--- config.mk ---
export PLATFORM = sky130hd
export DESIGN_NAME = tick_scheduler
export DESIGN_NICKNAME = d
export VERILOG_FILES = /design/src/rtl/tick_scheduler.sv
export SDC_FILE = /design/constraint.sdc
export NUM_CORES = 1
export LEC_CHECK = 0
export ABC_AREA = 1
export BUFFER_PORTS_ARGS = -buffer_cell sky130_fd_sc_hd__buf_2
export CORE_AREA = 2 2 223 115
export CTS_CLUSTER_DIAMETER = 200
export DETAILED_ROUTE_END_ITERATION = 8
export DIE_AREA = 0 0 225 117
export PLACE_DENSITY_LB_ADDON = 0.05
export SYNTH_ARGS = -nofsm -noshare
export SYNTH_HDL_FRONTEND = slang
export SYNTH_SLANG_ARGS = --single-unit
--- constraint.sdc ---
create_clock -name i_clk -period 4.2 [get_ports i_clk]
set_input_delay 0.42 -clock i_clk [delete_from_list [all_inputs] [get_ports i_clk]]
set_output_delay 0.42 -clock i_clk [all_outputs]
set_load 0.05 [all_outputs]
--- src/rtl/tick_scheduler.sv ---
// tick_scheduler: programmable-rate tick enable with run/pause/step-N control and tick counter
// Ports:
//   i_clk, i_reset        clock, synchronous active-high reset
//   i_cmd_valid/o_cmd_ready/i_cmd_op/i_cmd_arg   host command handshake
//   o_tick                one-cycle fabric tick enable
//   o_io_sample           one-cycle strobe one cycle before each o_tick
//   o_running, o_busy     state is RUN / state is RUN or STEP
//   o_step_done           one-cycle pulse after a STEP completes
//   o_tick_count          ticks issued since reset or clear
module tick_scheduler #(
    parameter int DIV_W      = 24,
    parameter int STEP_W     = 16,
    parameter int CNT_W      = 32,
    parameter int PERIOD_DEF = 4
) (
    input  logic             i_clk,
    input  logic             i_reset,
    input  logic             i_cmd_valid,
    output logic             o_cmd_ready,
    input  logic [2:0]       i_cmd_op,
    input  logic [DIV_W-1:0] i_cmd_arg,
    output logic             o_tick,
    output logic             o_io_sample,
    output logic             o_running,
    output logic             o_busy,
    output logic             o_step_done,
    output logic [CNT_W-1:0] o_tick_count
);
    typedef enum logic [1:0] {IDLE, RUN, STEP} state_t;
    localparam logic [DIV_W-1:0] P_RST = DIV_W'(PERIOD_DEF < 2 ? 2 : PERIOD_DEF);
    state_t state;
    logic [DIV_W-1:0] period, divider;
    logic [STEP_W-1:0] remaining, step_n;
    logic step_done, busy, accept;
    assign busy = state != IDLE;
    assign o_tick = busy && divider == period - DIV_W'(1);
    assign o_io_sample = busy && divider == period - DIV_W'(2);
    assign o_cmd_ready = state != STEP;
    assign o_running = state == RUN;
    assign o_busy = busy;
    assign o_step_done = step_done;
    assign accept = i_cmd_valid && o_cmd_ready;
    assign step_n = i_cmd_arg[STEP_W-1:0];
    always_ff @(posedge i_clk) begin
        if (i_reset) begin
            state <= IDLE;
            period <= P_RST;
            divider <= '0;
            remaining <= '0;
            step_done <= 1'b0;
            o_tick_count <= '0;
        end else begin
            step_done <= 1'b0;
            o_tick_count <= o_tick_count + CNT_W'(o_tick);
            if (busy) divider <= o_tick ? '0 : divider + DIV_W'(1);
            if (state == STEP && o_tick) begin
                remaining <= remaining - STEP_W'(1);
                if (remaining == STEP_W'(1)) begin
                    state <= IDLE;
                    step_done <= 1'b1;
                end
            end
            if (accept) begin
                case (i_cmd_op)
                    3'b000: begin
                        state <= IDLE;
                        divider <= '0;
                    end
                    3'b001: begin
                        state <= RUN;
                        divider <= '0;
                    end
                    3'b010: begin
                        // a zero-length step completes immediately without leaving IDLE
                        state <= step_n == '0 ? IDLE : STEP;
                        remaining <= step_n;
                        divider <= '0;
                        step_done <= step_n == '0;
                    end
                    3'b011: begin
                        period <= i_cmd_arg < DIV_W'(2) ? DIV_W'(2) : i_cmd_arg;
                        divider <= '0;
                    end
                    3'b100: o_tick_count <= '0;
                    default: ;
                endcase
            end
        end
    end
endmodule
-- Word level (Yosys, flattened, before mapping)
Index checks and enable logic that the tools add are counted.
- register bits after elaboration: 99
- input bits: 30
- output and inout port bits: 38
- $add $sub $neg: 5
- order comparisons: 1
- eq/ne operators: 10
- reductions and logical operators: 9
- multiplexer cells: 19
- operators by type and width (cell ; count):
    $mux W24 ; 5
    $mux W32 ; 2
    $eq A24 B24 Y1 ; 2
    $mux W16 ; 3
    $add A32 B1 Y32 ; 1
    $add A24 B1 Y24 const B ; 1
    $lt A24 B2 Y1 const B ; 1
    $sub A24 B1 Y24 const B ; 1
    $sub A24 B2 Y24 const B ; 1
    $eq A16 B1 Y1 const B ; 1
    $logic_not A16 Y1 ; 1
    $sub A16 B1 Y16 const B ; 1
    $mux W2 ; 4
    $eq A3 B2 Y1 const B ; 2
    $pmux W2 S3 ; 1
    $logic_and A1 B1 Y1 ; 4
    $mux W1 ; 4
    $reduce_or A4 Y1 ; 1
    $eq A3 B1 Y1 const B ; 1
    $eq A3 B3 Y1 const B ; 1
    $logic_not A3 Y1 ; 1
    $eq A2 B1 Y1 const B ; 1
    $eq A2 B2 Y1 const B ; 1
    $ne A2 B2 Y1 const B ; 1
    other kinds (2) ; 2

-- Depth between registers and ports, before layout
Gate-level depths: netlist of run 1.
- depth in word-level cells: 7
- gate-level depth with buffers: 30
- gate-level depth less buffers: 30

-- Worst setup path after synthesis of run 1
OpenSTA, ideal clock, no wires.
- path kind: reg2reg
- start: register period[0]
- end: register o_tick_count[28]
- stages on the path, launching flop included: 29
- slack: 0.152 ns
- required time: 4.081 ns
- data arrival time: 3.929 ns
- clock period less this slack: 4.048 ns
- path through: dfxtp_1 > inv_1 > ha_1 > nand2_2 > inv_1 > nand2_1 > nand2_1 > nor2_1 > nand3_1 > nor2_1 > nand2_1 > nor2_1 > nand3_1 > nor2_2 > ha_1 > ha_1 > nand3_1 > nor2_1 > nand2_1 > nor3_1 > nand3_1 > inv_1 > nand3_1 > nor2_1 > nand3_1 > inv_1 > nand3_1 > o21bai_1 > a21oi_1
- cells in the longest elaborated chain, start to end: 6
- ends and longest elaborated chain (what ; RTL line ; source):
    from (decl) ; 32 ; logic [DIV_W-1:0] period, divider;
    from (signal assigned) ; 81 ; period <= i_cmd_arg < DIV_W'(2) ? DIV_W'(2) : i_cmd_arg;
    $sub A24 B1 Y24 * ; 36 ; assign o_tick = busy && divider == period - DIV_W'(1);
    $eq A24 B24 Y1 * ; 36 ;
    $logic_and A1 B1 Y1 * ; 36 ;
    net o_tick ; 22 ; output logic o_tick,
    $add A32 B1 Y32 * ; 54 ; o_tick_count <= o_tick_count + CNT_W'(o_tick);
    $mux W32 ; 64 ; case (i_cmd_op)
    $mux W32 * ; 63 ; if (accept) begin
    to (signal assigned) ; 54 ;
    to (decl) ; 27 ; output logic [CNT_W-1:0] o_tick_count
The timed path passes the listed nets; every way through them passes the cells marked *.
A chain may end at the register's enable or synchronous reset.

-- Worst setup path after layout of run 1
- start: register period[16]
- end: register o_tick_count[24]
- cells in the longest elaborated chain, start to end: 6
- ends and longest elaborated chain (what ; RTL line):
    $sub A24 B1 Y24 * ; 36
    $eq A24 B24 Y1 * ; 36
    $logic_and A1 B1 Y1 * ; 36
    $add A32 B1 Y32 * ; 54
    $mux W32 ; 64
    $mux W32 * ; 63
Every way passes the cells marked *; elsewhere a longest branch is shown, timed or not.

==> run metrics, run 1 <==
min cycle time layout about 3800 ps; initial drt markers a little over 700; total track usage a little over a fifth; die width 225 um; clk_lat worst skew approximately 380 ps; most frequent cell after synthesis nand2_1; Leak around 3.6 nW; router iterations before antenna repair 5; Fin. Hold Viols 0; status finished, final reports clean; RD Place Congestion approximately 0.96; Clock Sinks 99; Initial Util roughly 27%; CTS Buf Count 9; core area 24600 um2; Via density between 4 and 5; row count roughly 40; post-DP HPWL 21.8 mm; setup TNS 0 ps; Register Area roughly 2000 um2; Netlist cell types 39; initial antenna violation count 0; DP Cell Count 1450; Finish-stage setup viols 0; share of the synthesized area in the top cell type slightly below 30%; final WL 26.6 mm; Main synth FF type dfxtp_1; # H-tree levels 3; IO Pins ~70; final worst path period share about nine tenths; Max Cap Viol 0; CP Class reg2reg; Routed Antenna Nets 0; slew margin rel. a little over half; root cell of the clock tree clkbuf_16; DRC Markers 0; Achievable Freq about 260 MHz; synthesized flop and latch total between 90 and 100; WP data required around 4500 ps; Syn Inst Count about 1100; mapped cell area 6750 um2; clk slew on worst S/H paths ~80 ps; die area around 26000 um2; I/O Buffers 67; WP data arrival just over 4000 ps; multi-input logic area between 4000 and 5000 um2; Worst setup SP type flip-flop; type of the tightest min-delay check in2reg; GRT overflow 0; # fillers about 2800; Power, Total approximately 0.0023 W; deepest clock path buffer count 2; global-route wire length before repair between 30 and 40 mm; TritonCTS clock tree done; register area share after synthesis around 29%; Max Fanout on Critical Path 5; Max rail drop VDD 0.180 mV; clock power share roughly two fifths; Post-CTS Hold Buffers 0; Worst-Margin Slew 676 ps; Avg WL per Cell 18.1 um; post-route insts no fill 1467; post-synth top area cell dfxtp_1; Final nets ~1200; Die Span Y between 100 and 150 um; Final Max Tran Viols 0; Critical Path Sink Type flip-flop; combinational share of power between 10% and 20%; switch share around a third; asr flop ratio synth 0%; layout cells sized above 1 between 10% and 20%; internal cell power approximately 0.0015 W; Post-synth EDFFs 0; Commonest cells post-synth 229 x nand2_1, 147 x inv_1, 144 x nor2_1; maximum number of pins on one net before global-route repair 30; Layout Skew 11.9 ps; vias in the first global route about 6300; synth warn 0; antenna cells 0; NetSw 0.000742 W; most area-consuming cells after synthesis dfxtp_1 29%, nand2_1 13%, inv_1 8.2%, nor2_1 8.0%, xor2_1 7.3%; Avg Inst Size Synth ~6.4 um2; Syn Nets 1097; Reg power frac between 40% and 50%; via count 6991; Pwr Density roughly 290 nW/um2; Area Growth Syn to Fin 17.0%
[logic make-up (layout without fill, tap and decap cells)]
logic type                 Yosys count  in the layout  synth area share [%]
DFF                                 99             99                  29.4
adders and majority gates            7              7                  1.30
xor gates and xnor gates            76             76                  9.86
and+or+nand+nor                    587            587                  39.9
buffers and inverters              183            268                  10.6
AOI/OAI and AO/OA                  108            108                  8.94
[cell usage in the layout, fill, tap and decap left out, types with 14 or more instances in the layout]
| master | synthesis | routed |
|---|---|---|
| buf_4 | 3 | 28 |
| nor2_1 | 144 | 143 |
| nand4_1 | 43 | 43 |
| a21oi_1 | 52 | 52 |
| nor3_1 | 28 | 27 |
| dfxtp_1 | 99 | 98 |
| xnor2_1 | 20 | 20 |
| nand2_1 | 229 | 228 |
| o21ai_0 | 25 | 25 |
| inv_1 | 147 | 146 |
| nor2_4 | 14 | 14 |
| buf_2 | 2 | 67 |
| xor2_1 | 56 | 56 |
| nand3_1 | 83 | 82 |
[repair_timing]
item                                    CTS  global route
endpoints found under the setup margin    0            10
buffers inserted                          0             1
resized for setup                         0             9
[per-layer routing]
metal	wire length (um)	track usage (%)	vias up
li1	-	-	3580
met1	16100	36.3	3212
met2	8120	22.2	190
met3	2260	6.81	9
met4	160	3.44	0
met5	0	0	-
[worst max-delay path: stages, from the launching register on]
cell and delay, ps:
dfxtp_1 420, nor2_1 250, nand2_1 170, nor2_1 270, nand3_1 110, nand2_1 100, nand2_1 60, nand2_1 150
nand2_1 70, nor2_1 110, nand3_1 100, nor2_2 160, ha_1 200, ha_1 200, nand3_1 110, nor2_1 130
nand2_1 100, nor3_2 160, nand3_1 120, inv_1 100, nand3_1 70, nor2_1 100, nand3_1 110, or2_2 290
a21oi_1 120
[through the flow]
stage / util, % / instance area (um2) / setup slack [ps] / hold slack (ps)
3_5_place_dp: 30.8 / 7560 / 189 / 486
3_3_place_gp: 30.8 / 7560 / 144 / 486
5_1_grt: 32.1 / 7900 / -17.0 / 333
4_1_cts: 32.0 / 7860 / 125 / 300
2_1_floorplan: - / 6750 / 152 / 456
6_report: 32.1 / 7900 / 366 / 327
[power by group through the flow]
stage | logic [W] | clock network (W) | registers (W)
floorplan | 0.000273 | 0 | 0.000992
global placement | 0.000398 | 0 | 0.00100
detailed placement | 0.000386 | 0 | 0.00100
CTS | 0.000388 | 0.000912 | 0.000980
global route | 0.000443 | 0.000950 | 0.000983
finish | 0.000398 | 0.000877 | 0.000981
[registers in the layout, summed over array words and instances, names as in the netlist]
| signal | count |
|---|---|
| divider | 24 |
| o_tick_count | 32 |
| period | 24 |
| state | 2 |
| remaining | 16 |
| o_step_done | 1 |
[final timing paths]
check | slack [ps] | start | cells past startpoint | endpoint
worst max-delay path | 370 | period[16] | 24 | o_tick_count[24]
worst min-delay path | 330 | i_cmd_arg[10] | 3 | period[10]
worst max register to register | 370 | period[16] | 24 | o_tick_count[24]
worst min register to register | 500 | remaining[3] | 2 | remaining[3]
[final cells by class]
type / count / area share (%)
clock buffers: 10 / 3.03
clock inverters: 6 / 0.729
inverters: 157 / 7.46
multi-input cells: 778 / 51.7
flip-flops and latches: 99 / 25.1
well taps: 322 / 5.10
repair buffers: 95 / 6.91
(Power assumes the default switching activity.)
==> inputs of run 2 (changes only) <==
--- a/config.mk
+++ b/config.mk
@@ -7,10 +7,11 @@
 export LEC_CHECK = 0
 export ABC_AREA = 1
 export BUFFER_PORTS_ARGS = -buffer_cell sky130_fd_sc_hd__buf_2
-export CORE_AREA = 2 2 223 115
+export CORE_AREA = 2 2 187 97
+export CTS_BUF_LIST = sky130_fd_sc_hd__clkbuf_8
 export CTS_CLUSTER_DIAMETER = 200
 export DETAILED_ROUTE_END_ITERATION = 8
-export DIE_AREA = 0 0 225 117
+export DIE_AREA = 0 0 189 99
 export PLACE_DENSITY_LB_ADDON = 0.05
 export SYNTH_ARGS = -nofsm -noshare
 export SYNTH_HDL_FRONTEND = slang
==> run 2 against run 1 <==
Fmax down 1.5%; core utilization up 13 points; routed wire length down 12%; clock power down 16%; via count up 0.30%; sequential cell count unchanged; largest power group unchanged.
==> run metrics, run 2 (same netlist as run 1, synthesis figures left out) <==
status finished, final reports clean; CP Class reg2reg; commonest non-fill, non-tap cells in the layout 228 x nand2_1, 145 x inv_1, 141 x nor2_1, 99 x dfxtp_1, 82 x nand3_1; Final Hold Slack between 300 and 400 ps; WP data required approximately 4500 ps; leading cell type in the layout, fill and taps excluded nand2_1; CTS Buf Count 9; Achievable Freq about 260 MHz; via count around 7000; die width around 190 um; layout cells sized above 1 14.0%; row count 34; Post-CTS Hold Buffers 0; top flop regs o_tick_count (32), divider (24), period (24); setup TNS 0 ps; # H-tree levels 3; final worst path period share 92.7%; IO Pins 68; total track usage between 20% and 30%; min cycle time layout between 3000 and 4000 ps; initial drt markers around 700; core area 17100 um2; GRT overflow 0; die area 18700 um2; TritonCTS clock tree done; Via density just over 5; DRC Markers 0; Max Cap Viol 0; Die Span Y about 99 um; Initial Util about two fifths; placed instance area 7360 um2; final core utilization between 40% and 50%; Final nets 1165; antenna cells 0; final WL between 20 and 25 mm; Routed Antenna Nets 0; Biggest register o_tick_count; initial antenna violation count 0; WP data arrival between 4000 and 5000 ps; Layout Skew roughly 18 ps; cell area after layout roughly 7700 um2; max reg flops 32; Pwr Density 275 nW/um2; RSZ-0062 raised after global routing yes; Fin. Hold Viols 0; Max Fanout on Critical Path 5; Clock Sinks just under 100; RD Place Congestion 0.922; Finish-stage setup viols 0; deepest clock path buffer count 2; Critical Path Sink Type flip-flop; global-route wire length before repair roughly 36 mm; Worst-Margin Slew between 1000 and 1500 ps; reg-to-reg setup timing slack ~300 ps; clk_lat worst skew approximately 400 ps; I/O Buffers 67; Leak roughly 3.5 nW; Area Growth Syn to Fin 13.5%; Avg WL per Cell between 15 and 20 um; Final Max Tran Viols 0; root cell of the clock tree clkbuf_8; Max rail drop VDD 0.158 mV; Worst setup SP type flip-flop; vias in the first global route just over 6000; DP Cell Count around 1300; slew margin rel. 29.4%; post-DP HPWL around 19 mm; router iterations before antenna repair 5; type of the tightest min-delay check in2reg; post-route insts no fill about 1400; clk slew on worst S/H paths 110 ps; maximum number of pins on one net before global-route repair 32
run 2: power by group:
group          leakage, nW  total (W)  switching [W]  internal [W]
Combinational         2.62   0.000387       0.000259      0.000128
Sequential           0.800   0.000982      0.0000276      0.000954
Clock                0.113   0.000736       0.000390      0.000346
run 2: worst paths after layout:
kind,from,to,depth (start not counted)
max,period[6],o_tick_count[24],23
min,i_cmd_arg[15],period[15],3
max reg2reg,period[6],o_tick_count[24],23
min reg2reg,remaining[3],remaining[3],2
run 2: repair_timing:
| action | in CTS | in global routing |
|---|---|---|
| hold endpoints to repair | 0 | 0 |
| resized for setup | 0 | 15 |
| setup buffers | 0 | 2 |
| setup endpoints to repair | 0 | 8 |
run 2: worst max-delay path: stages, from the launching register on:
cell and delay [ps]:
dfxtp_1 630, nor2_1 140, nor2_1 310, o21ai_0 190
nand2_1 130, nand3_1 90, nor2_1 110, nand2_1 50
nor2_1 90, nand3_1 90, nor2_2 150, ha_1 190
ha_1 190, nand3_1 150, nor2_4 150, nand2_2 100
nor3_2 180, nand3_1 120, inv_1 90, nand3_1 60
nor2_1 100, nand3_1 110, or2_2 290, a21oi_1 120
run 2: routing by layer:
metal,track usage [%],up-vias,wire [um]
met5,0,-,0
met4,3.79,0,132
met3,11.3,11,3240
met2,27.3,286,7330
met1,42.6,3171,12800
li1,-,3544,-
run 2: through the flow:
stage | setup WS [ps] | power [W]
after global placement | 193 | 0.00138
after floorplan | 152 | 0.00126
after detailed placement | 127 | 0.00138
final | 306 | 0.00210
after global routing | -31.5 | 0.00221
after CTS | 100 | 0.00212
run 2: area by class of cell:
cell class | instances | area [um2]
fill | 1850 | 9400
multi-input combinational | 778 | 4110
sequential | 99 | 1980
inverter | 157 | 589
timing repair buffer | 83 | 455
tap | 234 | 293
clock buffer | 9 | 124
clock inverter | 7 | 105
==> inputs of run 3 (changes only) <==
--- a/config.mk
+++ b/config.mk
@@ -7,11 +7,11 @@
 export LEC_CHECK = 0
 export ABC_AREA = 1
 export BUFFER_PORTS_ARGS = -buffer_cell sky130_fd_sc_hd__buf_2
-export CORE_AREA = 2 2 187 97
+export CORE_AREA = 2 2 153 80
 export CTS_BUF_LIST = sky130_fd_sc_hd__clkbuf_8
 export CTS_CLUSTER_DIAMETER = 200
 export DETAILED_ROUTE_END_ITERATION = 8
-export DIE_AREA = 0 0 189 99
+export DIE_AREA = 0 0 155 82
 export PLACE_DENSITY_LB_ADDON = 0.05
 export SYNTH_ARGS = -nofsm -noshare
 export SYNTH_HDL_FRONTEND = slang
==> run 3 against run 2 <==
Largest power group unchanged; die area down 32%; clock skew is 2.9 ps lower; combinational power shrank 3%; clock-buffer cell count increased by 2; setup slack improved by 40 ps; critical endpoint is now o_tick_count[31]; largest cell class unchanged.
==> run metrics, run 3 (same netlist as run 1, synthesis figures left out) <==
status finished, final reports clean; Biggest register o_tick_count; Max Cap Viol 0; Max rail drop VDD ~0.20 mV; crit path to o_tick_count[31]; Layout Skew approximately 15 ps; Achievable Freq approximately 260 MHz; maximum number of pins on one net before global-route repair 32; reg2reg start period[1]; I/O Buffers 67; router iterations before antenna repair 7; clk slew on worst S/H paths approximately 110 ps; DP Worst Slack roughly 140 ps; top flop regs o_tick_count (32), divider (24), period (24); DRC Markers 0; WP data required approximately 4500 ps; Final Max Tran Viols 0; Worst-Margin Slew around 1000 ps; global-route wire length before repair between 30 and 40 mm; # fillers ~1100; setup TNS 0 ps; CTS Buf Count 9; RD Place Congestion 1.04; final WL roughly 21 mm; Via density between 5 and 6; Clock Sinks 99; GRT overflow 0; reg2reg end o_tick_count[31]; CP Class reg2reg; IO Pins between 60 and 70; leading cell type in the layout, fill and taps excluded nand2_1; reg-to-reg setup timing slack about 350 ps; total track usage roughly 33%; post-DP HPWL 16.9 mm; Fin. Hold Viols 0; TritonCTS clock tree done; final worst setup slack about 350 ps; vias in the first global route ~5900; initial drt markers 700; min cycle time layout about 3900 ps; layout cells sized above 1 between 10% and 20%; core area approximately 11000 um2; Final nets approximately 1200; slew margin rel. a little under a third; initial antenna violation count 0; deepest clock path buffer count 2; via count a little over 7000; Leak around 3.5 nW; antenna cells 0; RSZ-0062 raised after global routing no; Reg2Reg Depth 26; Die Span Y roughly 82 um; Initial Util about three fifths; final worst path period share 91.8%; die area around 13000 um2; Critical Path Sink Type flip-flop; root cell of the clock tree clkbuf_8; row count 28; Routed Antenna Nets 0; Worst Setup SP period[1]; Max Fanout on Critical Path 5; commonest non-fill, non-tap cells in the layout 228 x nand2_1, 146 x inv_1, 143 x nor2_1, 97 x dfxtp_1, 82 x nand3_1; Worst setup SP type flip-flop; clk_lat worst skew between 300 and 400 ps; # H-tree levels 3; type of the tightest min-delay check in2reg; Area Growth Syn to Fin 11.4%; WP data arrival 4190 ps; Finish-stage setup viols 0; Avg WL per Cell about 16 um; Pwr Density roughly 270 nW/um2; die width about 160 um; max reg flops 32
[run 3: changes by cell type in the layout (fill, tap and decap cells not counted), sizes merged]
cell and change:
buf -1, bufinv -1, clkbuf +2, clkinv +1
inv -2
[run 3: worst min path at each step]
stage	from	endpoint	slack, ps	cells past startpoint
after detailed placement	o_tick_count[28]	o_tick_count[28]	480	2
final	i_cmd_arg[17]	period[17]	320	3
after CTS	i_cmd_arg[3]	period[3]	310	3
after global routing	i_cmd_arg[3]	period[3]	320	3
after floorplan	remaining[3]	remaining[3]	460	2
after global placement	o_tick_count[28]	o_tick_count[28]	470	2
[run 3: critical path, cell delays in order, from the launching register on]
cell and delay [ps]:
dfxtp_1 320, inv_1 140, ha_2 260, nand2_2 110, nor2_4 140, nand2_2 100, nor2_4 140, nand3_2 70
nand2_1 190, nand2_1 80, nor2_1 100, nand3_1 100, nor2_2 160, ha_1 200, nand3_1 110, nor2_1 100
inv_1 70, nor2_2 150, nand3_2 140, nor3_2 220, inv_1 60, nor2_1 120, inv_1 80, nor2_1 200
nand4_1 150, a21oi_1 160, o21a_1 150
[run 3: power by group]
part | internal [W] | switching [W] | leakage (nW)
sequential | 0.000954 | 0.0000266 | 0.802
clock | 0.000318 | 0.000372 | 0.112
combinational | 0.000126 | 0.000248 | 2.60
total | 0.00140 | 0.000647 | 3.51
[run 3: layout make-up]
type / count / area (um2) / area share, %
clock buffers: 11 / 151 / 2.01
clock inverters: 5 / 67.6 / 0.899
inverters: 157 / 593 / 7.89
multi-input cells: 778 / 4080 / 54.3
flip-flops and latches: 99 / 1990 / 26.4
well taps: 150 / 188 / 2.50
repair buffers: 82 / 448 / 5.96
[run 3: repair_timing]
item,4_1_cts,5_1_grt
setup buffers,0,2
gates resized for setup,0,11
hold buffers,0,0
endpoints found under the hold margin,0,0
endpoints found under the setup margin,0,9
[run 3: metal layers]
metal,part of all wire (%),routed length [um],vias to the layer above,global-route usage (%)
li1,-,-,3542,-
met5,0,0,-,0
met1,52,10900,3202,52.7
met4,0.59,124,0,4.91
met3,15,3170,12,15.4
met2,33,6910,341,39.2
[run 3: stage by stage]
stage / cell area, um2 / hold slack [ps] / util [%] / power [W] / instances
finish: 7520 / 317 / 65.6 / 0.00205 / 1282
global route: 7520 / 324 / 65.6 / 0.00214 / 1282
CTS: 7460 / 309 / 65.1 / 0.00205 / 1280
detailed placement: 7240 / 479 / 63.2 / 0.00136 / 1264
global placement: 7240 / 472 / 63.2 / 0.00136 / 1264
floorplan: 6750 / 456 / - / 0.00126 / 1060
